File: config.mk
export PLATFORM = sky130hd
export DESIGN_NAME = ev_bcd_display_flat
export DESIGN_NICKNAME = d
export VERILOG_FILES = /design/src/rtl/ev_bcd_display_if.sv /design/src/rtl/ev_bcd_display.sv /design/src/flat_wrapper.sv
export SDC_FILE = /design/constraint.sdc
export NUM_CORES = 1
export LEC_CHECK = 0
export BUFFER_PORTS_ARGS = -buffer_cell sky130_fd_sc_hd__buf_4
export CORE_AREA = 2 2 105 107
export CTS_BUF_LIST = sky130_fd_sc_hd__clkbuf_4
export DETAILED_ROUTE_END_ITERATION = 16
export DIE_AREA = 0 0 107 109
export GPL_ROUTABILITY_DRIVEN = 0
export GPL_TIMING_DRIVEN = 0
export HOLD_SLACK_MARGIN = 0.05
export PLACE_DENSITY_LB_ADDON = 0.3
export SYNTH_ARGS = -nofsm -noshare
export SYNTH_HDL_FRONTEND = slang
export SYNTH_SLANG_ARGS = --single-unit
File: constraint.sdc
create_clock -name clk -period 4.3 [get_ports clk]
set_input_delay 0.86 -clock clk [delete_from_list [all_inputs] [get_ports clk]]
set_output_delay 0.86 -clock clk [all_outputs]
set_load 0.01 [all_outputs]
File: src/rtl/ev_bcd_display_if.sv
// rtl/ev_bcd_display_if.sv - value handshake, BCD result and display bundle
interface ev_bcd_display_if;
    logic [7:0]  value_in;
    logic        value_valid;
    logic        busy;
    logic [11:0] bcd_out;
    logic        bcd_valid;
    logic [6:0]  seg;
    logic [2:0]  digit_en;

    modport master (
        output value_in,
        output value_valid,
        input  busy,
        input  bcd_out,
        input  bcd_valid,
        input  seg,
        input  digit_en
    );

    modport slave (
        input  value_in,
        input  value_valid,
        output busy,
        output bcd_out,
        output bcd_valid,
        output seg,
        output digit_en
    );
endinterface

File: src/rtl/ev_bcd_display.sv
// rtl/ev_bcd_display.sv - 8-bit binary to 3-digit BCD converter with multiplexed 7-segment scan
module ev_bcd_display #(
    parameter int SCAN_DIV_W = 10,
    parameter bit BLANK_LZ   = 1'b1
) (
    input  logic              clk,
    input  logic              rst,
    ev_bcd_display_if.slave   bus
);

    typedef enum logic [1:0] {
        IDLE  = 2'd0,
        SHIFT = 2'd1,
        DONE  = 2'd2
    } state_t;

    state_t      state;
    state_t      state_nxt;
    logic [7:0]  shift_q;
    logic [11:0] scratch_q;
    logic [11:0] scratch_adj;
    logic [2:0]  bit_cnt_q;
    logic [11:0] bcd_q;
    logic        bcd_valid_q;

    function automatic logic [3:0] dabble(input logic [3:0] d);
        return (d >= 4'd5) ? d + 4'd3 : d;
    endfunction

    function automatic logic [6:0] seg_lut(input logic [3:0] d);
        case (d)
            4'd0:    return 7'h3F;
            4'd1:    return 7'h06;
            4'd2:    return 7'h5B;
            4'd3:    return 7'h4F;
            4'd4:    return 7'h66;
            4'd5:    return 7'h6D;
            4'd6:    return 7'h7D;
            4'd7:    return 7'h07;
            4'd8:    return 7'h7F;
            4'd9:    return 7'h6F;
            default: return 7'h00;
        endcase
    endfunction

    always_ff @(posedge clk) begin
        if (rst) begin
            state <= IDLE;
        end else begin
            state <= state_nxt;
        end
    end

    always_comb begin
        state_nxt = state;
        case (state)
            IDLE:    if (bus.value_valid) state_nxt = SHIFT;
            SHIFT:   if (bit_cnt_q == 3'd7) state_nxt = DONE;
            DONE:    state_nxt = IDLE;
            default: state_nxt = IDLE;
        endcase
    end

    assign scratch_adj = {dabble(scratch_q[11:8]), dabble(scratch_q[7:4]), dabble(scratch_q[3:0])};

    // Double-dabble: adjust digits first, then shift the combined scratch/source register.
    always_ff @(posedge clk) begin
        if (rst) begin
            shift_q     <= 8'd0;
            scratch_q   <= 12'd0;
            bit_cnt_q   <= 3'd0;
            bcd_q       <= 12'd0;
            bcd_valid_q <= 1'b0;
        end else begin
            bcd_valid_q <= 1'b0;
            case (state)
                IDLE: begin
                    if (bus.value_valid) begin
                        shift_q   <= bus.value_in;
                        scratch_q <= 12'd0;
                        bit_cnt_q <= 3'd0;
                    end
                end
                SHIFT: begin
                    {scratch_q, shift_q} <= {scratch_adj[10:0], shift_q, 1'b0};
                    bit_cnt_q            <= bit_cnt_q + 3'd1;
                end
                DONE: begin
                    bcd_q       <= scratch_q;
                    bcd_valid_q <= 1'b1;
                end
                default: ;
            endcase
        end
    end

    assign bus.busy      = (state != IDLE);
    assign bus.bcd_out   = bcd_q;
    assign bus.bcd_valid = bcd_valid_q;

    logic [SCAN_DIV_W-1:0] presc_q;
    logic [1:0]            digit_idx_q;
    logic [3:0]            digit_sel;
    logic                  blank;

    always_ff @(posedge clk) begin
        if (rst) begin
            presc_q     <= '0;
            digit_idx_q <= 2'd0;
        end else begin
            presc_q <= presc_q + SCAN_DIV_W'(1);
            if (&presc_q) begin
                digit_idx_q <= (digit_idx_q == 2'd2) ? 2'd0 : digit_idx_q + 2'd1;
            end
        end
    end

    always_comb begin
        bus.digit_en = 3'b001;
        digit_sel    = bcd_q[3:0];
        case (digit_idx_q)
            2'd1: begin
                bus.digit_en = 3'b010;
                digit_sel    = bcd_q[7:4];
            end
            2'd2: begin
                bus.digit_en = 3'b100;
                digit_sel    = bcd_q[11:8];
            end
            default: ;
        endcase
    end

    // Seg is decoded straight from bcd_q so all digits switch on the same edge.
    always_comb begin
        blank = 1'b0;
        if (BLANK_LZ) begin
            if (digit_idx_q == 2'd2 && bcd_q[11:8] == 4'd0) blank = 1'b1;
            if (digit_idx_q == 2'd1 && bcd_q[11:4] == 8'd0) blank = 1'b1;
        end
        bus.seg = blank ? 7'h00 : seg_lut(digit_sel);
    end

endmodule

File: src/flat_wrapper.sv
// flat-port wrapper written by rule: the top's interface ports become plain ports
module ev_bcd_display_flat 
#(
    parameter int SCAN_DIV_W = 10,
    parameter bit BLANK_LZ   = 1'b1
)
  (clk, rst, bus_value_in, bus_value_valid, bus_busy, bus_bcd_out, bus_bcd_valid, bus_seg, bus_digit_en);
  ev_bcd_display_if bus_i ();
  input  logic clk;
  input  logic rst;
  input wire logic [$bits(bus_i.value_in)-1:0] bus_value_in;
  input wire logic [$bits(bus_i.value_valid)-1:0] bus_value_valid;
  output wire logic [$bits(bus_i.busy)-1:0] bus_busy;
  output wire logic [$bits(bus_i.bcd_out)-1:0] bus_bcd_out;
  output wire logic [$bits(bus_i.bcd_valid)-1:0] bus_bcd_valid;
  output wire logic [$bits(bus_i.seg)-1:0] bus_seg;
  output wire logic [$bits(bus_i.digit_en)-1:0] bus_digit_en;
  assign bus_i.value_in = bus_value_in;
  assign bus_i.value_valid = bus_value_valid;
  assign bus_busy = bus_i.busy;
  assign bus_bcd_out = bus_i.bcd_out;
  assign bus_bcd_valid = bus_i.bcd_valid;
  assign bus_seg = bus_i.seg;
  assign bus_digit_en = bus_i.digit_en;
  ev_bcd_display #(.SCAN_DIV_W(SCAN_DIV_W), .BLANK_LZ(BLANK_LZ)) u_core (.clk(clk), .rst(rst), .bus(bus_i));
endmodule
==> results.md, run 1 <==
- Critical path type: reg -> out
- TritonCTS buffer count: 5
- Post-cts sizing count: 0
- Critical path data arrival time: 2.73 ns
- Postcts setup bufs: 0
- Max Cap Violations: 0
- Commonest non-fill, non-tap cells in the layout: nor2_1, dfxtp_1, a21oi_1, nand2_1, buf_4
- Clock share of power: 0.338
- Number of clock sinks: 50
- Slew HR: 0.6227
- Worst EP required: 3.44 ns
- Hold Crit Class: reg -> reg
- Post-Route Setup TNS: 0 ns
- Overall die width: 107 µm
- Vias in the first global route: 2058
- RSZ-0062 raised after global routing: false
- Outcome: finished clean
- Final worst slack: 0.7099 ns
- Critical hold path startpoint: u_core.presc_q[0]
- Switch Pwr: 198.0 µW
- Commonest non-fill, non-tap cell in the layout: nor2_1
- Max clock buf depth: 2
- R2R Path Start: u_core.presc_q[0]
- Pwr Density: 269.5 nW/µm²
- Vias: 2151
- GR Util met1: 0.1404
- Initial antenna violation count: 0
- Syn Nets: 343
- Worst-margin pin slew: 0.5639 ns
- Top cells by area, synth: dfxtp_1, ha_1, nor2_1, a21oi_1, nand2_1
- Number of I/O pins: 35
- Nets: 382
- DRT iter0 DRCs: 80
- WL per Instance: 11.29 µm
- Post-synth EDFFs: 0
- Compound-cell area share of the yosys netlist: 0.1585
- Critical Path Start Type: register
- Min Tclk post-route: 3.590 ns
- Fraction of layout cells with a size suffix above 1: 0.1586
- Final HPWL DP: 4.157 mm
- Hold_buf cts: 0
- Later-pin clock latency in the skew report: 0.36 ns
- Initial Util: 0.2412
- Placed cell count: 485
- ANT nets after route: 0
- IR drop worst, VDD: 0.09534 mV
- Simple-gate portion of the synthesized area: 0.2236
- H-tree levels: 2
- Global-route wire length before repair: 9.673 mm
- Post-Route WL: 5.565 mm
- Ant. Diodes: 0
- Pre-CTS WS: 1.133 ns
- GRT Total Usage: 0.1016
- Port buffer count: 32
- Max-slew violations: 0
- Top cell type's share of synthesized area: 0.3914
- Main combinational cell family by area after synthesis: simple AND/OR/NAND/NOR gates
- CTS tree: done
- Hold WS: 0.4573 ns
- Non-filler cells in the finished layout: 493
- CTS root buf: clkbuf_4
- Async SR Flop Fraction: 0
- Maximum clock rate: 0.2785 GHz
- Seq/Total Area, Yosys: 0.3914
- Area of the mapped netlist: 2557 µm²
- # setup viols final: 0
- Synth unique cells: 39
- Worst clock skew: 0.01982 ns
- GRT overflow: 0
- Part of the power in registers: 0.584
- Synth Area in XOR/XNOR: 0.04452
- Adder-Cell Fraction of Synth Area: 0.09295
- CP Max Fanout: 8
- Worst Setup SP: u_core.digit_idx_q[0]
- Sw frac: 0.2405
- Post-synth top flop: dfxtp_1
- DIE HEIGHT: 109 µm
- Post-synthesis mux area share: 0.03474
- GRT busiest layer: met2
- Via/cell ratio: 4.363
- Combinational power share: 0.078
- Yosys warnings: 0
- Syn-to-layout area delta: 19.42%
- TritonRoute pass-1 iters: 4
- CP endpoint kind: output pin
- Met3 Use GR: 0.02212
- Met2 usage: 0.1624
- Yosys reg bits: 50
- Die area: 11660 µm²
- Power Total: 823.2 µW
- Final period util: 0.8349
- Post-synth top area cell: dfxtp_1
- FP Rows: 38
- Largest net degree at the start of global routing: 17
- Detailed-route DRC error count: 0
- Cells after Synth: 313
- Core region area: 10600 µm²
- Clock transition at path regs: 0.15 ns
- Syn_area_per_cell: 8.171 µm²
- Leakage: 0.001206 µW
- Final Hold Viols: 0
- P_int: 625.2 µW
## registers in the layout, summed over array words and instances, names as in the netlist
name / count
u_core.bit_cnt_q: 3
u_core.bus.bcd_out: 12
u_core.bus.bcd_valid: 1
u_core.digit_idx_q: 2
u_core.presc_q: 10
u_core.scratch_q: 12
u_core.shift_q: 8
u_core.state: 2
## power by group through the flow
| stage | clock, µW | sequential (µW) | combinational, µW |
|---|---|---|---|
| 3_3_place_gp | 0 | 491 | 64.8 |
| 4_1_cts | 288 | 481 | 65.3 |
| 3_5_place_dp | 0 | 491 | 64.9 |
| 6_report | 278 | 481 | 64.3 |
| 5_1_grt | 307 | 483 | 73.3 |
| 2_1_floorplan | 0 | 490 | 45.6 |
## critical path: stages (launching register included)
cell and delay, ns:
dfxtp_1 0.41, inv_1 0.09, ha_1 0.29, buf_4 0.18
nor2_1 0.05, a21oi_1 0.28, inv_1 0.14, ha_1 0.33
mux2_1 0.29, a21oi_1 0.16, buf_4 0.14
## metal layers
metal / vias up / routed length (µm)
met5: - / 0
met4: 0 / 42
met3: 6 / 299
met2: 46 / 2359
met1: 968 / 2864
li1: 1131 / -
## cell families after synthesis
group,count (synthesis)
multiplexers,7
AO/OA/AOI/OAI,66
buffers and inverters,29
XOR/XNOR,13
adder cells (fa/ha/maj),19
AND/OR/NAND/NOR,129
flip-flops,50
## through the flow
step / utilization / area (µm²)
floorplan: - / 2557
global placement: 0.2804 / 2973
detailed placement: 0.2804 / 2973
CTS: 0.2881 / 3054
global route: 0.2881 / 3054
finish: 0.2881 / 3054
## path summary, 6_finish.rpt
path | cells after the start | end | slack, ns
worst max-delay path | 10 | bus_seg[3] | 0.71
worst min-delay path | 1 | u_core.presc_q[0] | 0.46
worst max register to register | 6 | u_core.digit_idx_q[0] | 2.81
worst min register to register | 1 | u_core.presc_q[0] | 0.46
## cell usage after synthesis, types with 2 or more instances
library cell  count
a21oi_1          35
o21ai_1           3
buf_2             6
nor3_1           10
buf_6             2
clkbuf_1          7
mux2i_1           3
nand2b_1          5
nand3_1           7
nor2_1           53
o21ai_0           3
dfxtp_1          50
a21o_1            3
a22oi_1           9
ha_1             19
a32oi_1           2
nand2_1          35
and3_1            2
nor2b_1           9
o211ai_1          3
buf_4             2
xor2_1            5
a211oi_1          3
nor3b_1           2
xnor2_1           8
mux2_1            2
a22o_1            2
inv_1            12
## layout make-up
cell class                      count  area, µm²
Tap cell                          140      175.2
Fill cell                        1149       7548
Multi-Input combinational cell    234       1418
Sequential cell                    50       1001
Clock inverter                      3      43.79
Buffer                             17      93.84
Inverter                           12      45.04
Clock buffer                        5      37.54
Timing Repair Buffer               32      240.2
Note: power is estimated with default switching activity, not from simulation.
==> run 2, diff against run 1 <==
Settings changed: ABC_AREA set to 1.
Clock period 4.3 ns to 2.9 ns, I/O delays scaled along.
==> run 2 against run 1 <==
  * Synthesized area increased by 1.2%
  * Clock skew decreased by 0.0078 ns
  * Critical endpoint is now bus_seg[1]
  * Synthesized cell count increased by 18%
  * Critical path depth increased by 2
  * Clock power increased by 6%
  * Worst hold slack got worse by 0.054 ns
  * Flip-flop and latch count unchanged
==> results.md, run 2 <==
- H-tree levels: 2 (unchanged)
- Detailed-route DRC error count: 0 (unchanged)
- TritonCTS buffer count: 5 (unchanged)
- Yosys reg bits: 50 (unchanged)
- Max incr delay on CP: 0.35 ns (was 0.41 ns)
- Core region area: 10600 µm² (unchanged)
- Power Total: 1094 µW (was 823.2 µW)
- Die area: 11660 µm² (unchanged)
- Synth unique cells: 27 (was 39)
- Count leader, synth: nand2_1 (was nor2_1)
- Critical Path Start Type: register (unchanged)
- Hold_buf cts: 0 (unchanged)
- Worst clock skew: 0.01206 ns (was 0.01982 ns)
- DIE HEIGHT: 109 µm (unchanged)
- Ant. Diodes: 0 (unchanged)
- Nets: 444 (was 382)
- Vias: 2440 (was 2151)
- Clock transition at path regs: 0.14 ns (was 0.15 ns)
- Syn_area_per_cell: 6.997 µm² (was 8.171 µm²)
- DRT iter0 DRCs: 141 (was 80)
- CTS tree: done (unchanged)
- Number of I/O pins: 35 (unchanged)
- Outcome: finished clean (unchanged)
- CP cell instances: buf_4 > ha_1 > nand2_1 > nand2_1 > nand2_1 > nand2_2 > inv_1 > ha_4 > nor2_2 > buf_4 > nor2_1 > buf_4 (was inv_1 > ha_1 > buf_4 > nor2_1 > a21oi_1 > inv_1 > ha_1 > mux2_1 > a21oi_1 > buf_4)
- Top cells by instance count after synthesis: nand2_1, dfxtp_1, nor2_1 (was nor2_1, dfxtp_1, a21oi_1, nand2_1, ha_1)
- FP Rows: 38 (unchanged)
- Async SR Flop Fraction: 0 (unchanged)
- Seq/Total Area, Yosys: 0.3867 (was 0.3914)
- Leakage: 0.001365 µW (was 0.001206 µW)
- WL per Instance: 10.76 µm (was 11.29 µm)
- Initial antenna violation count: 0 (unchanged)
- CP max-delay cell: dfxtp_2 (was dfxtp_1)
- TritonRoute pass-1 iters: 4 (unchanged)
- Fraction of layout cells with a size suffix above 1: 0.1759 (was 0.1586)
- Final Hold Viols: 0 (unchanged)
- # setup viols final: 0 (unchanged)
- CTS root buf: clkbuf_4 (unchanged)
- Final worst slack: 0.1839 ns (was 0.7099 ns)
- Non-filler cells in the finished layout: 555 (was 493)
- Cells after Synth: 370 (was 313)
- Final period util: 0.9366
- Area post-placement: 3019 µm² (was 2973 µm²)
- Critical path data arrival time: 2.14 ns (was 2.73 ns)
- Post-synth top flop: dfxtp_1 (unchanged)
- Fill count: 1166 (was 1149)
- Number of clock sinks: 50 (unchanged)
- Hold Crit Class: in -> reg (was reg -> reg)
- Syn-to-layout area delta: 21.12% (was 19.42%)
- Max Cap Violations: 0 (unchanged)
- Maximum clock rate: 0.3682 GHz
- GRT Total Usage: 0.1049 (was 0.1016)
- Final HPWL DP: 4.465 mm (was 4.157 mm)
- Post-synth EDFFs: 0 (unchanged)
- Post-Route Setup TNS: 0 ns (unchanged)
- Via/cell ratio: 4.396 (was 4.363)
- Worst EP required: 2.32 ns (was 3.44 ns)
- Largest net degree at the start of global routing: 15 (was 17)
- Pwr Density: 349.0 nW/µm² (was 269.5 nW/µm²)
- Commonest non-fill, non-tap cells in the layout: nand2_1, dfxtp_1, nor2_1, buf_4, a21oi_1 (was nor2_1, dfxtp_1, a21oi_1, nand2_1, buf_4)
- Min Tclk post-route: 2.716 ns
- Yosys warnings: 0 (unchanged)
- Commonest non-fill, non-tap cell in the layout: nand2_1 (was nor2_1)
- Port buffer count: 34 (was 32)
- CP endpoint kind: output pin (unchanged)
- Placed cell count: 544 (was 485)
- Worst-margin pin slew: 0.5444 ns (was 0.5639 ns)
- Post-Route WL: 5.970 mm (was 5.565 mm)
- Finished Cell Area: 3136 µm² (was 3054 µm²)
- Top cells by area, synth: dfxtp_1, nand2_1, ha_1, a21oi_1, nor2_1 (was dfxtp_1, ha_1, nor2_1, a21oi_1, nand2_1)
- RSZ-0062 raised after global routing: false (unchanged)
- IR drop worst, VDD: 0.1727 mV (was 0.09534 mV)
- GRT overflow: 0 (unchanged)
- Max-slew violations: 0 (unchanged)
- Slew HR: 0.6371 (was 0.6227)
- Max clock buf depth: 2 (unchanged)
- Initial Util: 0.2442 (was 0.2412)
- Area of the mapped netlist: 2589 µm² (was 2557 µm²)
- CP Max Fanout: 5 (was 8)
- Critical path type: reg -> out (unchanged)
- Pre-CTS WS: 0.2427 ns (was 1.133 ns)
- Syn Nets: 400 (was 343)
- Overall die width: 107 µm (unchanged)
- Global-route wire length before repair: 9.949 mm (was 9.673 mm)
- Later-pin clock latency in the skew report: 0.36 ns (about the same)
- Top cell type's share of synthesized area: 0.3867 (was 0.3914)
- ANT nets after route: 0 (unchanged)
- Vias in the first global route: 2172 (was 2058)
- Post-synth top area cell: dfxtp_1 (unchanged)
[run 2: per-stage QoR]
step                        util  hold WS (ns)
after floorplan                -        0.4175
after global placement    0.2848        0.4289
after detailed placement  0.2848        0.4536
after CTS                 0.2915        0.3911
after global routing      0.2957        0.3783
final                     0.2957        0.4036
[run 2: kinds of logic (layout without fill, tap and decap cells)]
family | after synthesis | in the layout | synth area share
AND/OR/NAND/NOR | 175 | 175 | 0.2837
AO/OA/AOI/OAI | 74 | 74 | 0.1489
flip-flops | 50 | 50 | 0.3867
buffers and inverters | 50 | 95 | 0.08216
adder cells (fa/ha/maj) | 19 | 19 | 0.09183
XOR/XNOR | 2 | 2 | 0.006768
[run 2: cell type report]
class                      instances  area, µm²  area share
multi-input combinational        270       1415      0.4513
sequential                        50       1003      0.3200
timing repair buffer              38      289.0     0.09218
tap                              140      175.2     0.05587
inverter                          38      145.1     0.04629
buffer                            11      58.81     0.01875
clock buffer                       5      37.54     0.01197
clock inverter                     3      11.26    0.003591
[run 2: final timing paths]
path	cells after the start	start	slack, ns	end
worst max-delay path	12	u_core.digit_idx_q[0]	0.18	bus_seg[1]
worst min-delay path	2	rst	0.40	u_core.state[1]
worst max register to register	9	u_core.scratch_q[1]	1.56	u_core.scratch_q[4]
worst min register to register	1	u_core.presc_q[0]	0.47	u_core.presc_q[0]
[run 2: layer usage]
layer | share of wire | wire length (µm) | vias to the layer above | global-route usage
met5 | 0 | 0 | - | 0
met4 | 0.0097 | 58 | 0 | 0.03154
met3 | 0.049 | 295 | 5 | 0.02391
met2 | 0.46 | 2721 | 53 | 0.1738
met1 | 0.48 | 2894 | 1086 | 0.1364
li1 | - | - | 1296 | -
[run 2: critical path, delay by kind of cell, from the launching register on]
kind / cells / cell delay (ns)
buf+inv: 4 / 0.53
simple gates: 6 / 0.43
fa+ha+maj: 2 / 0.47
flops: 1 / 0.35
[run 2: report_power, final]
group          switching [µW]  total [µW]  internal [µW]
logic                    50.8        85.5           34.7
registers                9.64         713            704
clock network             208         295           87.0
[run 2: timing repair]
action	4_1_cts	5_1_grt
setup endpoints to repair	6	7
pin swaps	1	6
buffers inserted	2	2
resized for setup	5	11
